$ cat config.mk
export PLATFORM = sky130hd
export DESIGN_NAME = aes256_key_expand
export DESIGN_NICKNAME = d
export VERILOG_FILES = /design/src/rtl/aes256_key_expand_pkg.sv /design/src/rtl/aes_sbox.sv /design/src/rtl/aes256_key_expand.sv
export SDC_FILE = /design/constraint.sdc
export NUM_CORES = 2
export LEC_CHECK = 0
export CELL_PAD_IN_SITES_DETAIL_PLACEMENT = 1
export CELL_PAD_IN_SITES_GLOBAL_PLACEMENT = 2
export CORE_MARGIN = 2
export CORE_UTILIZATION = 30
export CTS_CLUSTER_DIAMETER = 120
export CTS_CLUSTER_SIZE = 8
export DETAILED_ROUTE_END_ITERATION = 10
export PLACE_DENSITY = 0.82
export SETUP_SLACK_MARGIN = 0.4
export SYNTH_ARGS = -nofsm -noshare
export SYNTH_HDL_FRONTEND = slang
export SYNTH_SLANG_ARGS = --single-unit
$ cat constraint.sdc
create_clock -name clk -period 13.1 [get_ports clk]
set_clock_uncertainty 0.1 [all_clocks]
set_input_delay 2.62 -clock clk [delete_from_list [all_inputs] [get_ports clk]]
set_output_delay 2.62 -clock clk [all_outputs]
set_load 0.05 [all_outputs]
$ cat src/rtl/aes256_key_expand_pkg.sv
// aes256_key_expand_pkg: AES-256 key schedule constants, FSM encoding and S-box table.
package aes256_key_expand_pkg;
  localparam int AES_NK = 8;
  localparam int AES_NR = 14;
  typedef enum logic [1:0] {IDLE, EMIT, REQ, GEN} state_t;
  // Entry 0x00 sits in the top byte, so byte a lives at bit offset 8*(255-a).
  localparam logic [2047:0] SBOX = {
    128'h637c777bf26b6fc53001672bfed7ab76,
    128'hca82c97dfa5947f0add4a2af9ca472c0,
    128'hb7fd9326363ff7cc34a5e5f171d83115,
    128'h04c723c31896059a071280e2eb27b275,
    128'h09832c1a1b6e5aa0523bd6b329e32f84,
    128'h53d100ed20fcb15b6acbbe394a4c58cf,
    128'hd0efaafb434d338545f9027f503c9fa8,
    128'h51a3408f929d38f5bcb6da2110fff3d2,
    128'hcd0c13ec5f974417c4a77e3d645d1973,
    128'h60814fdc222a908846eeb814de5e0bdb,
    128'he0323a0a4906245cc2d3ac629195e479,
    128'he7c8376d8dd54ea96c56f4ea657aae08,
    128'hba78252e1ca6b4c6e8dd741f4bbd8b8a,
    128'h703eb5664803f60e613557b986c11d9e,
    128'he1f8981169d98e949b1e87e9ce5528df,
    128'h8ca1890dbfe6426841992d0fb054bb16
  };
endpackage

$ cat src/rtl/aes_sbox.sv
// aes_sbox: combinational AES S-box lookup, one byte in, one byte out.
module aes_sbox
  import aes256_key_expand_pkg::*;
(
  input  logic [7:0] a,
  output logic [7:0] s
);
  assign s = SBOX[{~a, 3'b000} +: 8];
endmodule

$ cat src/rtl/aes256_key_expand.sv
// aes256_key_expand: streams the 15 AES-256 round keys, one word of the schedule per GEN cycle.
module aes256_key_expand
  import aes256_key_expand_pkg::*;
#(
  parameter int NK = AES_NK,
  parameter int NR = AES_NR
) (
  input  logic             clk,
  input  logic             rst,
  input  logic             start,
  input  logic [NK*32-1:0] key,
  output logic [3:0]       rcon_addr,
  output logic             rcon_rd,
  input  logic [31:0]      rcon,
  output logic             rk_valid,
  output logic [3:0]       rk_index,
  output logic [127:0]     round_key,
  output logic             busy,
  output logic             done
);
  localparam logic [5:0] LAST = 6'(4*(NR+1)-1);
  state_t state_q, state_d;
  logic [NK*32-1:0] win_q, win_d;
  logic [5:0] i_q, i_d;
  logic [127:0] rk_q, rk_d;
  logic [3:0] idx_q, idx_d;
  logic vld_q, vld_d, busy_q, busy_d, done_q, done_d;
  logic [31:0] last, sub_in, sub_out, temp, w_new;
  // Window holds w[i-8] in the top word and w[i-1] in the bottom word.
  assign last = win_q[31:0];
  assign sub_in = (i_q[2:0] == 3'd0) ? {last[23:0], last[31:24]} : last;
  for (genvar g = 0; g < 4; g++) begin : g_sub
    aes_sbox u_sbox (.a(sub_in[8*g +: 8]), .s(sub_out[8*g +: 8]));
  end
  assign temp = (i_q[2:0] == 3'd0) ? (sub_out ^ rcon) : (i_q[2:0] == 3'd4) ? sub_out : last;
  assign w_new = win_q[NK*32-1 -: 32] ^ temp;
  always_ff @(posedge clk or posedge rst) begin
    if (rst) begin
      state_q <= IDLE;
      win_q   <= '0;
      i_q     <= '0;
      rk_q    <= '0;
      idx_q   <= '0;
      vld_q   <= 1'b0;
      busy_q  <= 1'b0;
      done_q  <= 1'b0;
    end else begin
      state_q <= state_d;
      win_q   <= win_d;
      i_q     <= i_d;
      rk_q    <= rk_d;
      idx_q   <= idx_d;
      vld_q   <= vld_d;
      busy_q  <= busy_d;
      done_q  <= done_d;
    end
  end
  always_comb begin
    state_d = state_q;
    win_d   = win_q;
    i_d     = i_q;
    rk_d    = rk_q;
    idx_d   = idx_q;
    vld_d   = 1'b0;
    busy_d  = busy_q;
    done_d  = 1'b0;
    case (state_q)
      IDLE: if (start) begin
        state_d = EMIT;
        win_d   = key;
        i_d     = 6'd8;
        rk_d    = key[NK*32-1 -: 128];
        idx_d   = 4'd0;
        vld_d   = 1'b1;
        busy_d  = 1'b1;
      end
      EMIT: begin
        state_d = REQ;
        rk_d    = win_q[127:0];
        idx_d   = 4'd1;
        vld_d   = 1'b1;
      end
      REQ: state_d = GEN;
      GEN: begin
        win_d = {win_q[NK*32-33:0], w_new};
        if (i_q[1:0] == 2'd3) begin
          rk_d  = {win_q[95:0], w_new};
          idx_d = i_q[5:2];
          vld_d = 1'b1;
        end
        if (i_q == LAST) begin
          state_d = IDLE;
          busy_d  = 1'b0;
          done_d  = 1'b1;
        end else begin
          i_d     = i_q + 6'd1;
          state_d = (i_q[2:0] == 3'd7) ? REQ : GEN;
        end
      end
      default: state_d = IDLE;
    endcase
  end
  always_comb begin
    rcon_rd   = (state_q == REQ);
    rcon_addr = rcon_rd ? {1'b0, i_q[5:3]} : 4'd0;
  end
  assign rk_valid  = vld_q;
  assign rk_index  = idx_q;
  assign round_key = rk_q;
  assign busy      = busy_q;
  assign done      = done_q;
endmodule

# Word level (Yosys, flattened, before mapping)
# Index checks and enable logic that the tools add are counted.
# word_totals
n_memories,0
latchBits,0
out_inout_bits,140
romBits,0
mem_bits_rw,0
regBits,399
word_cells,65
# op_classes
bitwise,6
multipliers,0
shift,4
n_eq_ne,11
n_lt_le_gt_ge,0
muxes,27
n_div,0
add_sub_neg,1
reduce_logical,8
# op_table
operator,count
$shiftx 2048x12->8 const A,4
$pmux 256 s2,1
$pmux 128 s3,1
$mux 128,2
$mux 256,1
$mux 32,3
$xor 32x32->32,2
$not 8->8,4
$mux 6,2
$pmux 4 s3,1
$pmux 6 s2,1
$reduce_and 3->1,3
$mux 4,2
$ne 2x2->1 const B,4
$pmux 2 s4,1
$mux 1,7
$add 6x1->6 const B,1
$eq 2x2->1 const B,3
$eq 3x3->1 const B,2
$eq 6x6->1 const B,1
$mux 2,2
$logic_not 3->1,1
$mux 3,1
$pmux 1 s3,1
other kinds (6),6

# Logic depth before layout (Yosys ltp)
# logic_depth
ltp_word,9
depth_mapped,22
depth_no_buf,17

# Hierarchy
# A second synthesis with hierarchy kept.
# hier_totals
hier_cells,4898
area_unflattened_um2,36505.0
# modules_own_cells
mod,cells_per_inst,area_per_inst_um2,instances
aes256_key_expand,2698,22371.5,1
aes_sbox,550,3533.4,4

# Worst setup path before layout
# OpenSTA, ideal clock, no wires.
# synth_path
path_type,reg-to-output
from,register state_q[0]
to,output rcon_addr[0]
t_arrival_ns,2.554
setup_slack_ns,7.826
stages_incl_launch_ff,8
path_buffers,5
path_cell_list,dfrtp_1 -> clkbuf_1 -> clkbuf_1 -> buf_1 -> clkbuf_1 -> buf_1 -> nor2_1 -> and2_1
# synth_via
elab_chain_cells,2
# synth_rtl
element,line_no,rtl
"start, declared",aes256_key_expand.sv:22,"state_t state_q, state_d;"
"start signal, assigned",aes256_key_expand.sv:48,state_q <= state_d;
$eq 2x2->1,aes256_key_expand.sv:104,rcon_rd = (state_q == REQ);
net rcon_rd,aes256_key_expand.sv:13,"output logic rcon_rd,"
$mux 3,aes256_key_expand.sv:105,"rcon_addr = rcon_rd ? {1'b0, i_q[5:3]} : 4'd0;"
"end, declared",aes256_key_expand.sv:12,"output logic [3:0] rcon_addr,"
# The timed path passes the listed nets, and every way through them passes these cells.

# Worst setup path after layout
# layout_path
from,register i_q[0]
to,register win_q[24]
# layout_via
elab_chain_cells,8
elab_cells_between_ends,10
classes_between,1 x eq/ne; 1 x shift; 4 x mux; 3 x bitwise; 1 x reduce/logical
# layout_rtl
element,line_no,rtl
"start, declared",aes256_key_expand.sv:24,"logic [5:0] i_q, i_d;"
"start signal, assigned",aes256_key_expand.sv:50,i_q <= i_d;
$logic_not 3->1,"aes256_key_expand.sv:31, aes256_key_expand.sv:35",
$mux 32,aes256_key_expand.sv:31,"assign sub_in = (i_q[2:0] == 3'd0) ? {last[23:0], last[31:24]} : last;"
$not 8->8,aes_sbox.sv:8,"assign s = SBOX[{~a, 3'b000} +: 8];"
$shiftx 2048x12->8,aes_sbox.sv:8,
$mux 32 / $xor 32x32->32 (equally long branches),aes256_key_expand.sv:35,assign temp = (i_q[2:0] == 3'd0) ? (sub_out ^ rcon) : (i_q[2:0] == 3'd4) ? sub_out : last;
$mux 32 *,aes256_key_expand.sv:35,
$xor 32x32->32 *,aes256_key_expand.sv:36,assign w_new = win_q[NK*32-1 -: 32] ^ temp;
$pmux 256 s2 *,aes256_key_expand.sv:67,case (state_q)
"end signal, assigned",aes256_key_expand.sv:49,win_q <= win_d;
"end, declared",aes256_key_expand.sv:23,"logic [NK*32-1:0] win_q, win_d;"
# Mark *: on every way between the ends. The rest lies on a longest branch, timed or not.
# A chain may end at the register's enable or synchronous reset.

==> metrics.txt <==
status finished, final reports clean; mean area per synthesized cell 7.41 um2; CP Data Arrival Time 7.07 ns; period utilization 0.514; M1 GR Usage 0.438; CTS tree yes; number of global-route vias before repair 42400; crit path max fanout between 100 and 150; Starting Density 0.302; RSZ-0062 raised after global routing false; Remaining DRCs 0; final hold vios 0; met3 usage in global routing 0.103; worst hold-check path type reg -> reg; Synth Instances approximately 4900; Buffers on Ports 429; post-synthesis sequential area ratio 0.277; Layout fillers 14500; global route hottest layer met2; CP endpoint kind flip-flop; vias per cell 6.51; crit path cell chain inv_1 > ha_4 > nand2b_4 > buf_12 > mux2_2 > ha_1 > inv_1 > o211ai_1 > a311oi_1 > a2111oi_0 > a311oi_1 > nor4_1 > o31ai_1 > a21oi_1 > a31oi_1; post_cts resized 0; final antenna-violating net count 0; clk buf depth 3; Required @ worst endpoint 13.45 ns; CP max stage delay 1.04 ns; crit path from i_q[0]$_DFFE_PP0P_; syn nets approximately 5200; endpoints failing setup 0; clk slew on worst S/H paths 0.07 ns; Site Rows between 100 and 150; core region area 0.119 mm2; Max Clock Freq between 0.1 and 0.15 GHz; Remaining Overflow, GRT 0; postcts setup bufs 0; routed vias 42900; HP Start rk_index[2]$_DFFE_PP0P_; Worst-Margin Slew ~1.4 ns; Root Buffer Master clkbuf_16; FF+latch count, synth 399; IO Pins 431; Worst-Skew Late Latency 0.63 ns; drt first-iter violations 5654; worst r2r path cells 15; Avg WL per Cell 31.8 um; DRT Pass-1 Iters 6; asr flop ratio synth 1.00; CTS Sinks roughly 400; GR Layer Usage met2 0.489; Die Y approximately 350 um; initial antenna violation count 27; Startpoint Class flip-flop; Post-synth EDFFs 0; nets@finish about 5300; hpwl dp 148000 um; Final TNS setup 0 ns; CP max-delay cell nor4_1; Unique masters post-synth 107; max-cap violation count 0; Final min period 6.73 ns; largest net degree at the start of global routing 180; Hold Path Stages 2; gpl congestion 1.02; die area 0.123 mm2; CP Class reg -> reg; Die W 351 um; total track usage 0.330; share of cells above drive strength 1 0.0717; Netlist Area Pre-Place 0.0360 mm2; Yosys Warn Count 0; Slew headroom 0.0309; H-tree depth 2; Top FF cell, synth dfrtp_1; Detailed Route WL 210000 um; cts hold-fix bufs 0; FF-to-FF Start i_q[0]$_DFFE_PP0P_; P&R area growth vs syn 18.6%; footprint of the multi-input gates 0.0236 mm2; Reg area 0.00999 mm2; first-pass GRT wire length 304000 um; cts bufs inserted 56; max-slew violations 0
[stage by stage]
| step | cell area [um2] | setup WS (ns) | hold WS [ns] | instances | utilization |
|---|---|---|---|---|---|
| after CTS | 42700 | 6.58 | 0.383 | 6593 | 0.357 |
| after global routing | 42700 | 6.15 | 0.412 | 6596 | 0.358 |
| final | 42700 | 6.37 | 0.378 | 6600 | 0.358 |
| after floorplan | 36000 | 5.01 | 0.368 | 4861 | - |
| after global placement | 41200 | 6.82 | 0.359 | 6530 | 0.345 |
| after detailed placement | 41200 | 6.65 | 0.369 | 6530 | 0.345 |
[cell usage in the layout (no fill, tap or decap), types with 28 or more instances in the layout]
| master | n |
|---|---|
| o2111ai_1 | 31 |
| nand2b_1 | 40 |
| a221oi_1 | 54 |
| xnor2_1 | 28 |
| clkdlybuf4s50_1 | 429 |
| ha_1 | 34 |
| inv_1 | 60 |
| clkbuf_16 | 56 |
| nand2_1 | 972 |
| nand3_1 | 90 |
| o221ai_1 | 32 |
| a21oi_1 | 216 |
| o211ai_1 | 107 |
| nor3_1 | 86 |
| a21o_1 | 28 |
| nor2b_1 | 46 |
| a311oi_1 | 36 |
| dfrtp_1 | 396 |
| o21ai_0 | 445 |
| mux2_2 | 64 |
| a31oi_1 | 217 |
| mux2i_1 | 200 |
| a211oi_1 | 94 |
| a22oi_1 | 111 |
| buf_4 | 127 |
| nor2_1 | 372 |
| a211o_1 | 34 |
| o22ai_1 | 40 |
[cells in the mapped netlist, types with 15 or more instances]
| cell | n | share of area |
|---|---|---|
| nand2_1 | 973 | 0.10 |
| o2111ai_1 | 31 | 0.0075 |
| nand4_1 | 21 | 0.0036 |
| buf_1 | 43 | 0.0045 |
| inv_1 | 61 | 0.0064 |
| nor3_1 | 87 | 0.012 |
| o211ai_1 | 107 | 0.022 |
| a221o_1 | 16 | 0.0044 |
| o311ai_0 | 22 | 0.0053 |
| buf_4 | 33 | 0.0069 |
| o22ai_1 | 40 | 0.0069 |
| nand2b_1 | 41 | 0.0071 |
| mux2i_1 | 209 | 0.058 |
| ha_1 | 35 | 0.012 |
| a221oi_1 | 54 | 0.013 |
| buf_2 | 129 | 0.018 |
| buf_6 | 16 | 0.0050 |
| a31oi_1 | 217 | 0.038 |
| clkbuf_1 | 279 | 0.029 |
| a211o_1 | 34 | 0.0083 |
| a211oi_1 | 94 | 0.020 |
| o31ai_1 | 25 | 0.0052 |
| a21o_1 | 29 | 0.0060 |
| o21ai_0 | 445 | 0.062 |
| a2111oi_0 | 20 | 0.0049 |
| o221ai_1 | 32 | 0.0078 |
| mux2_2 | 64 | 0.020 |
| nor2b_1 | 47 | 0.0082 |
| a311oi_1 | 36 | 0.0088 |
| dfrtp_1 | 399 | 0.28 |
| xnor2_1 | 28 | 0.0068 |
| or3_1 | 19 | 0.0033 |
| nand3_1 | 90 | 0.013 |
| nor4_1 | 15 | 0.0026 |
| a32oi_1 | 18 | 0.0044 |
| nor2_1 | 373 | 0.039 |
| and3_1 | 26 | 0.0045 |
| a21oi_1 | 221 | 0.031 |
| a22oi_1 | 111 | 0.023 |
[layer usage]
metal  wire [um]  share of wire
met1       85900           0.41
met2       89100           0.42
met4       10900          0.052
met5         285         0.0014
met3       24000           0.11
[cells by family after synthesis]
| logic type | Yosys count | share of synthesized area |
|---|---|---|
| and+or+nand+nor | 1781 | 0.215 |
| AOI/OAI and AO/OA | 1740 | 0.327 |
| buffers and inverters | 573 | 0.0723 |
| DFF | 399 | 0.277 |
| muxes | 291 | 0.0872 |
| xor gates and xnor gates | 41 | 0.00997 |
| adders and majority gates | 35 | 0.0122 |
| other | 1 | 0.000104 |
[sequential cells by signal, summed over array words and instances (netlist names)]
| register | cells |
|---|---|
| busy | 1 |
| round_key | 128 |
| state_q | 2 |
| rk_index | 4 |
| rk_valid | 1 |
| done | 1 |
| win_q | 256 |
| i_q | 6 |
[path summary, 6_finish.rpt]
kind / endpoint / slack, ns
max in group asynchronous: state_q[1]$_DFFE_PP0P_ / 8.50
setup / recovery: win_q[24]$_DFFE_PP0P_ / 6.37
setup reg to reg: win_q[24]$_DFFE_PP0P_ / 6.37
hold reg to reg: rk_index[2]$_DFFE_PP0P_ / 0.38
min in group asynchronous: win_q[54]$_DFFE_PP0P_ / 2.54
hold / removal: rk_index[2]$_DFFE_PP0P_ / 0.38
[cell type report]
type | count | area share
sequential | 399 | 0.234
antenna | 7 | 0.000410
clock inverter | 4 | 0.00146
multi-input combinational | 3889 | 0.553
clock buffer | 59 | 0.0331
timing repair buffer | 560 | 0.125
inverter | 70 | 0.00624
tap | 1612 | 0.0472
[worst max-delay path: cells and delay by family (launching register included)]
family                   cells  cell delay, ns
AO/OA/AOI/OAI                7            1.78
adder cells (fa/ha/maj)      2            1.11
buffers and inverters        3            1.01
flip-flops                   1            0.38
multiplexers                 1            0.49
AND/OR/NAND/NOR              2            1.54
Power is left out: the tool's default activity adds up to more than one toggle a clock period on the data nets, which glitch-free logic cannot reach.
==> edit: new RTL, config.mk and constraints unchanged <==
Set the package constant `AES_NK` to 9 (it was 8).
--- a/src/rtl/aes256_key_expand_pkg.sv
+++ b/src/rtl/aes256_key_expand_pkg.sv
@@ -2,3 +2,3 @@
 package aes256_key_expand_pkg;
-  localparam int AES_NK = 8;
+  localparam int AES_NK = 9;
   localparam int AES_NR = 14;
Ports: changed (resized key); port bits go from 431 to 463. No check against the original RTL was run, so the function may have changed too.
==> edit against the unedited design <==
  * Cell count increased by 5.4%
  * Final area increased by 5.9%
  * Synthesized cell count increased by 6.7%
  * Area after synthesis increased by 5.8%
  * Wire length increased by 7.5%
  * Sequential share of layout area increased by 0.47 points
  * Sequential cell count increased by 32
  * Largest cell class unchanged
  * Count of clock-buffer cells in the layout increased by 4
  * Setup slack improved by 0.093 ns
Power is left out: the tool's default activity adds up to more than one toggle a clock period on the data nets, which glitch-free logic cannot reach.
==> edit: results (changes against the unedited design) <==
----------------------------------------------------
[Outcome]
  Run status ... finished clean (unchanged)

[Worst setup path]
  R2R cell count ... 16 (was 15)
  Reg2Reg Capture Point ... round_key[11] (was win_q[24])

[Synthesis]
  Xor-xnor portion of the synthesized cell area ... 1.05% (was 0.997%)
  #FFs+latches synth ... 431 (was 399)
  Top area cells in the synthesized netlist ... sky130_fd_sc_hd__dfrtp_1 (28%), sky130_fd_sc_hd__nand2_1 (10%), sky130_fd_sc_hd__a31oi_1 (5.5%) (was sky130_fd_sc_hd__dfrtp_1 (28%), sky130_fd_sc_hd__nand2_1 (10%), sky130_fd_sc_hd__o21ai_0 (6.2%))
  Adder-cell share of the synthesized area ... 1.15% (was 1.22%)
  Sequential share of the synthesized area ... 28.3% (was 27.7%)
  Fraction of synthesized area in multiplexers ... 7.86% (was 8.72%)

[Cells and area]
  Filler Cells Inserted ... 15200 (was 14500)
  Number of flip-flops under the largest register name ... 288 (was 256)
  Share of post-route cells with drive strength above 1 ... 6.97% (was 7.17%)
  Clock distribution area overhead in the final layout ... 3.52% (was 3.45%)
  Multi-input gates ... 4135 (was 3889)
  Non-clock buffer contribution to total cell area ... 12.7% (was 12.5%)
  Count of inverters not on the clock network in the layout ... 66 (was 70)
  Clock buf count ... 63 (was 59)
  Final standard cell utilization of the core ... 35.9% (was 35.8%)
  Seq/total area ... 23.9% (was 23.4%)

[Global route]
  Total global-route track usage ... 33.4% (was 33.0%)
  Met1 Track Usage GR ... 46.7% (was 43.8%)
  Largest net degree at the start of global routing ... 237 (was 180)
  Antenna violations before repair ... 33 (was 27)
  Via count of the first global-routing pass ... 44500 (was 42400)
  Global-route wire length before repair ... 327 mm (was 304 mm)

[Timing]
  Worst Tran Pin Value ... 1.33 ns (was 1.44 ns)

[Die]
  Inserted tap cell count ... 1650 (was 1612)

[Min path]
  Hold Startpoint ... rk_index[3] (was rk_index[2])

[Placed design]
  Placement-stage cell area ... 43600 um2 (was 41200 um2)

[Routing]
  Drt wl/cell ... 32.5 um (was 31.8 um)
  Initial DRC Count ... 5598 (was 5654)

----------------------------------------------------
edit: changes by cell type in the layout (fill, tap and decap cells not counted), moves of 33 or more:
cell | unedited run | this run
sky130_fd_sc_hd__nand3_1 | 90 | 123
sky130_fd_sc_hd__nor2_1 | 372 | 442
sky130_fd_sc_hd__a31oi_1 | 217 | 337
sky130_fd_sc_hd__o21ai_0 | 445 | 394
sky130_fd_sc_hd__nand2_1 | 972 | 1036
sky130_fd_sc_hd__a22oi_1 | 111 | 7
edit: per-stage QoR:
stage	worst slack, ns	instances	hold WS (ns)
6_report	6.46	6959	0.366
4_1_cts	6.52	6947	0.376
2_1_floorplan	4.56	5186	0.350
3_5_place_dp	6.54	6880	0.368
3_3_place_gp	6.71	6880	0.356
5_1_grt	6.06	6952	0.400
edit: worst max-delay path, cell delays in order, from the launching register on:
cell and delay (ns):
sky130_fd_sc_hd__dfrtp_1 0.39, sky130_fd_sc_hd__inv_1 0.15, sky130_fd_sc_hd__ha_4 0.26, sky130_fd_sc_hd__nor2b_4 0.69, sky130_fd_sc_hd__buf_12 0.52, sky130_fd_sc_hd__mux2i_1 0.53, sky130_fd_sc_hd__inv_1 0.22, sky130_fd_sc_hd__ha_1 0.58
sky130_fd_sc_hd__a211oi_1 0.70, sky130_fd_sc_hd__nor2_1 0.20, sky130_fd_sc_hd__a221o_1 0.42, sky130_fd_sc_hd__a211oi_1 0.29, sky130_fd_sc_hd__a2111oi_1 0.12, sky130_fd_sc_hd__a2111oi_2 0.84, sky130_fd_sc_hd__xnor2_1 0.19, sky130_fd_sc_hd__nand2_1 0.10
sky130_fd_sc_hd__a31oi_1 0.16
edit: layer usage:
metal	wire length (um)	part of all wire, %
met2	95400	42
met5	267	0.12
met1	98200	43
met4	10200	4.5
met3	22000	9.7
